**src/rtl/crc_frame_engine.sv**
```systemverilog
// crc_frame_engine: framed CRC generator/checker, one DATA_W-bit beat per cycle,
// results held in DONE until the consumer takes them.
module crc_frame_engine #(
   parameter int                 CRC_W   = 16,
   parameter int                 DATA_W  = 8,
   parameter logic [CRC_W-1:0]   POLY    = 16'h1021,
   parameter logic [CRC_W-1:0]   INIT    = '1,
   parameter logic [CRC_W-1:0]   XOROUT  = '0,
   parameter bit                 REFIN   = 1'b0,
   parameter bit                 REFOUT  = 1'b0,
   parameter logic [CRC_W-1:0]   RESIDUE = '0,
   parameter int                 LEN_W   = 16
) (
   input  logic              clk,
   input  logic              rst_n,
   input  logic              in_valid,
   output logic              in_ready,
   input  logic [DATA_W-1:0] in_data,
   input  logic              in_last,
   input  logic              in_chk,
   input  logic              abort,
   output logic              out_valid,
   input  logic              out_ready,
   output logic [CRC_W-1:0]  crc_out,
   output logic              crc_error,
   output logic [LEN_W-1:0]  out_len,
   output logic              busy
);
   typedef enum logic [1:0] {IDLE, ACC, DONE} state_t;

   state_t             state_q;
   logic [CRC_W-1:0]   crc_q, crc_d, res_d, crc_out_q;
   logic [LEN_W-1:0]   len_q, len_d;
   logic               chk_q, chk_d, err_q, valid_q, busy_q, acc, first;

   function automatic logic [CRC_W-1:0] step(input logic [CRC_W-1:0] c, input logic [DATA_W-1:0] d);
      logic fb;
      for (int i = 0; i < DATA_W; i++) begin
         fb = c[CRC_W-1] ^ (REFIN ? d[i] : d[DATA_W-1-i]);
         c  = (c << 1) ^ (fb ? POLY : '0);
      end
      return c;
   endfunction

   function automatic logic [CRC_W-1:0] rev(input logic [CRC_W-1:0] c);
      for (int i = 0; i < CRC_W; i++) rev[i] = c[CRC_W-1-i];
   endfunction

   assign in_ready  = state_q != DONE;
   assign out_valid = valid_q;
   assign crc_out   = crc_out_q;
   assign crc_error = err_q;
   assign out_len   = len_q;
   assign busy      = busy_q;

   // A beat taken in IDLE opens a new frame: seed from INIT and relatch the mode.
   always_comb begin
      acc   = in_valid & in_ready;
      first = state_q == IDLE;
      crc_d = step(first ? INIT : crc_q, in_data);
      len_d = first ? LEN_W'(1) : (&len_q ? len_q : len_q + 1'b1);
      chk_d = first ? in_chk : chk_q;
      res_d = (REFOUT ? rev(crc_d) : crc_d) ^ XOROUT;
   end

   always_ff @(posedge clk or negedge rst_n) begin
      if (!rst_n) begin
         state_q   <= IDLE;
         crc_q     <= INIT;
         len_q     <= '0;
         chk_q     <= 1'b0;
         crc_out_q <= '0;
         err_q     <= 1'b0;
         valid_q   <= 1'b0;
         busy_q    <= 1'b0;
      end else if (state_q == DONE) begin
         if (out_ready) begin
            state_q <= IDLE;
            valid_q <= 1'b0;
         end
      end else if (state_q == ACC && abort) begin
         state_q <= IDLE;
         busy_q  <= 1'b0;
      end else if (acc) begin
         crc_q   <= crc_d;
         len_q   <= len_d;
         chk_q   <= chk_d;
         state_q <= in_last ? DONE : ACC;
         busy_q  <= !in_last;
         valid_q <= in_last;
         if (in_last) begin
            crc_out_q <= res_d;
            err_q     <= chk_d & (res_d != RESIDUE);
         end
      end
   end
endmodule
```
**config.mk**
```make
export PLATFORM = sky130hd
export DESIGN_NAME = crc_frame_engine
export DESIGN_NICKNAME = d
export VERILOG_FILES = /design/src/rtl/crc_frame_engine.sv
export SDC_FILE = /design/constraint.sdc
export NUM_CORES = 1
export LEC_CHECK = 0
export CORE_ASPECT_RATIO = 0.6
export CORE_MARGIN = 2
export CORE_UTILIZATION = 53
export DETAILED_ROUTE_END_ITERATION = 10
export PLACE_DENSITY = 0.79
export SLEW_MARGIN = 10
export SYNTH_ARGS = -nofsm -noshare
export SYNTH_HDL_FRONTEND = slang
export SYNTH_SLANG_ARGS = --single-unit
```
**constraint.sdc**
```tcl
create_clock -name clk -period 2.4 [get_ports clk]
set_input_delay 0.36 -clock clk [delete_from_list [all_inputs] [get_ports clk]]
set_output_delay 0.36 -clock clk [all_outputs]
set_load 0.02 [all_outputs]
```
==> results by group <==
Critical path
  • Arrival time worst endpoint: 1860 ps
  • Worst reg2reg setup slack: 340 ps
  • Critical path startpoint category: register
  • Worst Setup End Kind: output pin
  • Reg2reg end: crc_error
  • Critical path class: reg -> out
  • Crit path max fanout: 12
  • Worst Reg-to-Reg Cells: 5
  • R2R Path Start: state_q[1]
  • Data required, critical path: 2040 ps
  • Setup crit start: state_q[1]
  • Critical Path End: in_ready

Layout
  • Final Non-Filler Cells: 470
  • Final nets: 405
  • Antenna diodes: 0
  • Area of the multi-input gates: 1574 µm²
  • Sequential cell area: 1371 µm²
  • Fillers: 463
  • Design Area, Final: 3760 µm²
  • Ratio of cells with drive above 1 in the final layout: 15.90%
  • Area growth, synth to finish: 21.86%

Timing
  • Post-Route Skew: 12.28 ps
  • Highest Clock Rate: 450.0 MHz
  • Sum of negative setup slack: 0 ps
  • Hold Fails Final Rpt: 0
  • Slew HR: 58.29%
  • Worst-Margin Slew: 625.7 ps
  • Pins Over Slew Limit: 0
  • Hold Slack: 46.81 ps
  • Setup violators final: 0
  • RSZ-0062 raised after global routing: no
  • Period utilization: 92.59%
  • Min cycle time layout: 2222 ps

Drt
  • Initial drt markers: 275
  • DR WL/cell: 16.42 µm
  • Final wirelength: 7716 µm
  • Via count: 2686
  • Via-per-instance ratio: 5.715
  • Residual DRC: 0
  • Remaining antenna violation count: 0
  • Pre-antenna DRT Iters: 5

GRT
  • Largest net degree at the start of global routing: 30
  • GR Util All Layers: 25.22%
  • Grt ovf: 0
  • Vias in the first global route: 2440
  • First-pass GRT wire length: 12540 µm
  • Initial antenna violation count: 0

Run status
  • Status: completed

Clock network
  • Post CTS Setup Buffer Count: 0
  • CTS resizes: 0
  • Clk Latency, worst-skew pair: 310 ps
  • # hold bufs at CTS: 0
  • Clk sinks: 54
  • CTS Buffer Depth: 2
  • Clk root buf: clkbuf_8
  • Number of buffers created by CTS: 5
  • Clock transition at the registers of the reported paths: 110 ps
  • H-tree levels: 2
  • CTS tree: built

Synthesis
  • Top cell type by total area after synthesis: dfrtp_1
  • Synth top area cells: dfrtp_1 (31%), dfstp_2 (14%), nand2_1 (6.4%)
  • Top FF cell, synth: dfrtp_1
  • Synthesized flop and latch total: 54
  • FFs w/ async S/R, synth: 100.0%
  • Yosys warning count: 0
  • Yosys top cell area share: 30.82%
  • Post-synthesis sequential area ratio: 44.44%
  • Synth top cells by count: nand2_1 (53), dfrtp_1 (38), o21ai_0 (36), nor2_1 (27)
  • Mapped Avg Cell Area: 9.022 µm²
  • Distinct cells, synth: 52
  • Synthesized instance count: 342
  • Synthesized area: 3085 µm²
  • Most frequent cell after synthesis: nand2_1
  • EDFF count, synth: 0
  • Post-synth net total: 358

Power and ir drop
  • Power Dens Cells: 1182 nW/µm²
  • Leak: 1.504 nW
  • Worst IR Drop VDD: 744.3 µV

Placed design
  • Placed cell areas: 3665 µm²
  • Placer Congestion: 0.9110
  • PortBufs: 50
  • Detailed-placement wirelength estimate: 5700 µm
  • Dpl cells: 462

Floorplan
  • Core area: 5597 µm²
  • Row count: 21
  • Die ar.: 6468 µm²
  • Die width: 102.5 µm
  • Die height: 63.10 µm
  • Initial core utilization: 55.13%
  • Ports: 51

Min path
  • Worst min path class: in -> async

Job
  • Max-cap violation count: 0
[per-stage QoR]
stage          utilization [%]  worst slack [ps]  power, mW
2_1_floorplan                -             337.9      3.082
3_3_place_gp             65.48             264.7      3.797
3_5_place_dp             65.48             182.5      3.885
4_1_cts                  67.18             201.4      4.437
5_1_grt                  67.18             66.46      4.759
6_report                 67.18             177.9      4.445
[metal layers]
layer,vias to the layer above,track usage (%),share of wire (%)
li1,1283,-,-
met1,1273,41.59,51
met2,123,34.07,40
met3,7,4.550,7.8
met4,0,5.167,0.78
met5,-,0,0
[cell families (layout without fill, tap and decap cells)]
family          after synthesis  after routing  share of synthesized area [%]
compound gates               81             81                          16.02
flops                        54             54                          44.44
xor+xnor                     34             34                          9.651
buf+inv                      30             78                          4.542
mux                          11             11                          3.934
fa+ha+maj                     1              1                         0.4055
simple gates                131            131                          21.01
[layout make-up]
type,instances,area share (%)
Clock buffer,6,2.196
Inverter,7,0.6988
Multi-Input combinational cell,258,41.86
Sequential cell,54,36.47
Timing Repair Buffer,63,15.77
Tap cell,80,2.662
Clock inverter,2,0.3328
[cells in the final DEF (no fill, tap or decap), types with 4 or more instances in the layout]
cell	count
xnor2_1	21
or4_1	5
dfrtp_1	38
nand2_1	53
inv_1	7
or2_2	4
xor2_1	13
dfstp_2	16
mux2_2	9
nor3_1	7
nor4_1	6
o21ai_0	36
nor2_1	27
o31ai_1	5
clkbuf_8	6
clkdlybuf4s50_1	49
nand3_1	8
buf_4	13
a21oi_1	21
[worst min path at each step]
stage               startpoint  depth (start not counted)   end  slack (ps)
finish                   rst_n                          1  busy          50
global route             rst_n                          1  busy          90
CTS                      rst_n                          1  busy          60
detailed placement       rst_n                          1  busy         410
global placement         rst_n                          1  busy         400
floorplan                rst_n                          0  busy          60
[sequential cells by signal, indices dropped and copies added, names as in the netlist]
signal     count
crc_out       16
crc_q         16
out_len       16
state_q        2
busy           1
chk_q          1
crc_error      1
out_valid      1
[power by group]
group | switching, mW | total, mW | leakage (nW) | internal (mW)
clock | 0.316 | 0.549 | 0.0472 | 0.233
combinational | 1.22 | 2.23 | 0.806 | 1.01
sequential | 0.321 | 1.67 | 0.650 | 1.35
[critical path, cell delays in order (launching register included)]
cell             delay [ps]
dfrtp_1                 580
nor2b_4                 290
inv_1                   120
clkdlybuf4s50_1         550
Power figures use the tool's default switching activity.
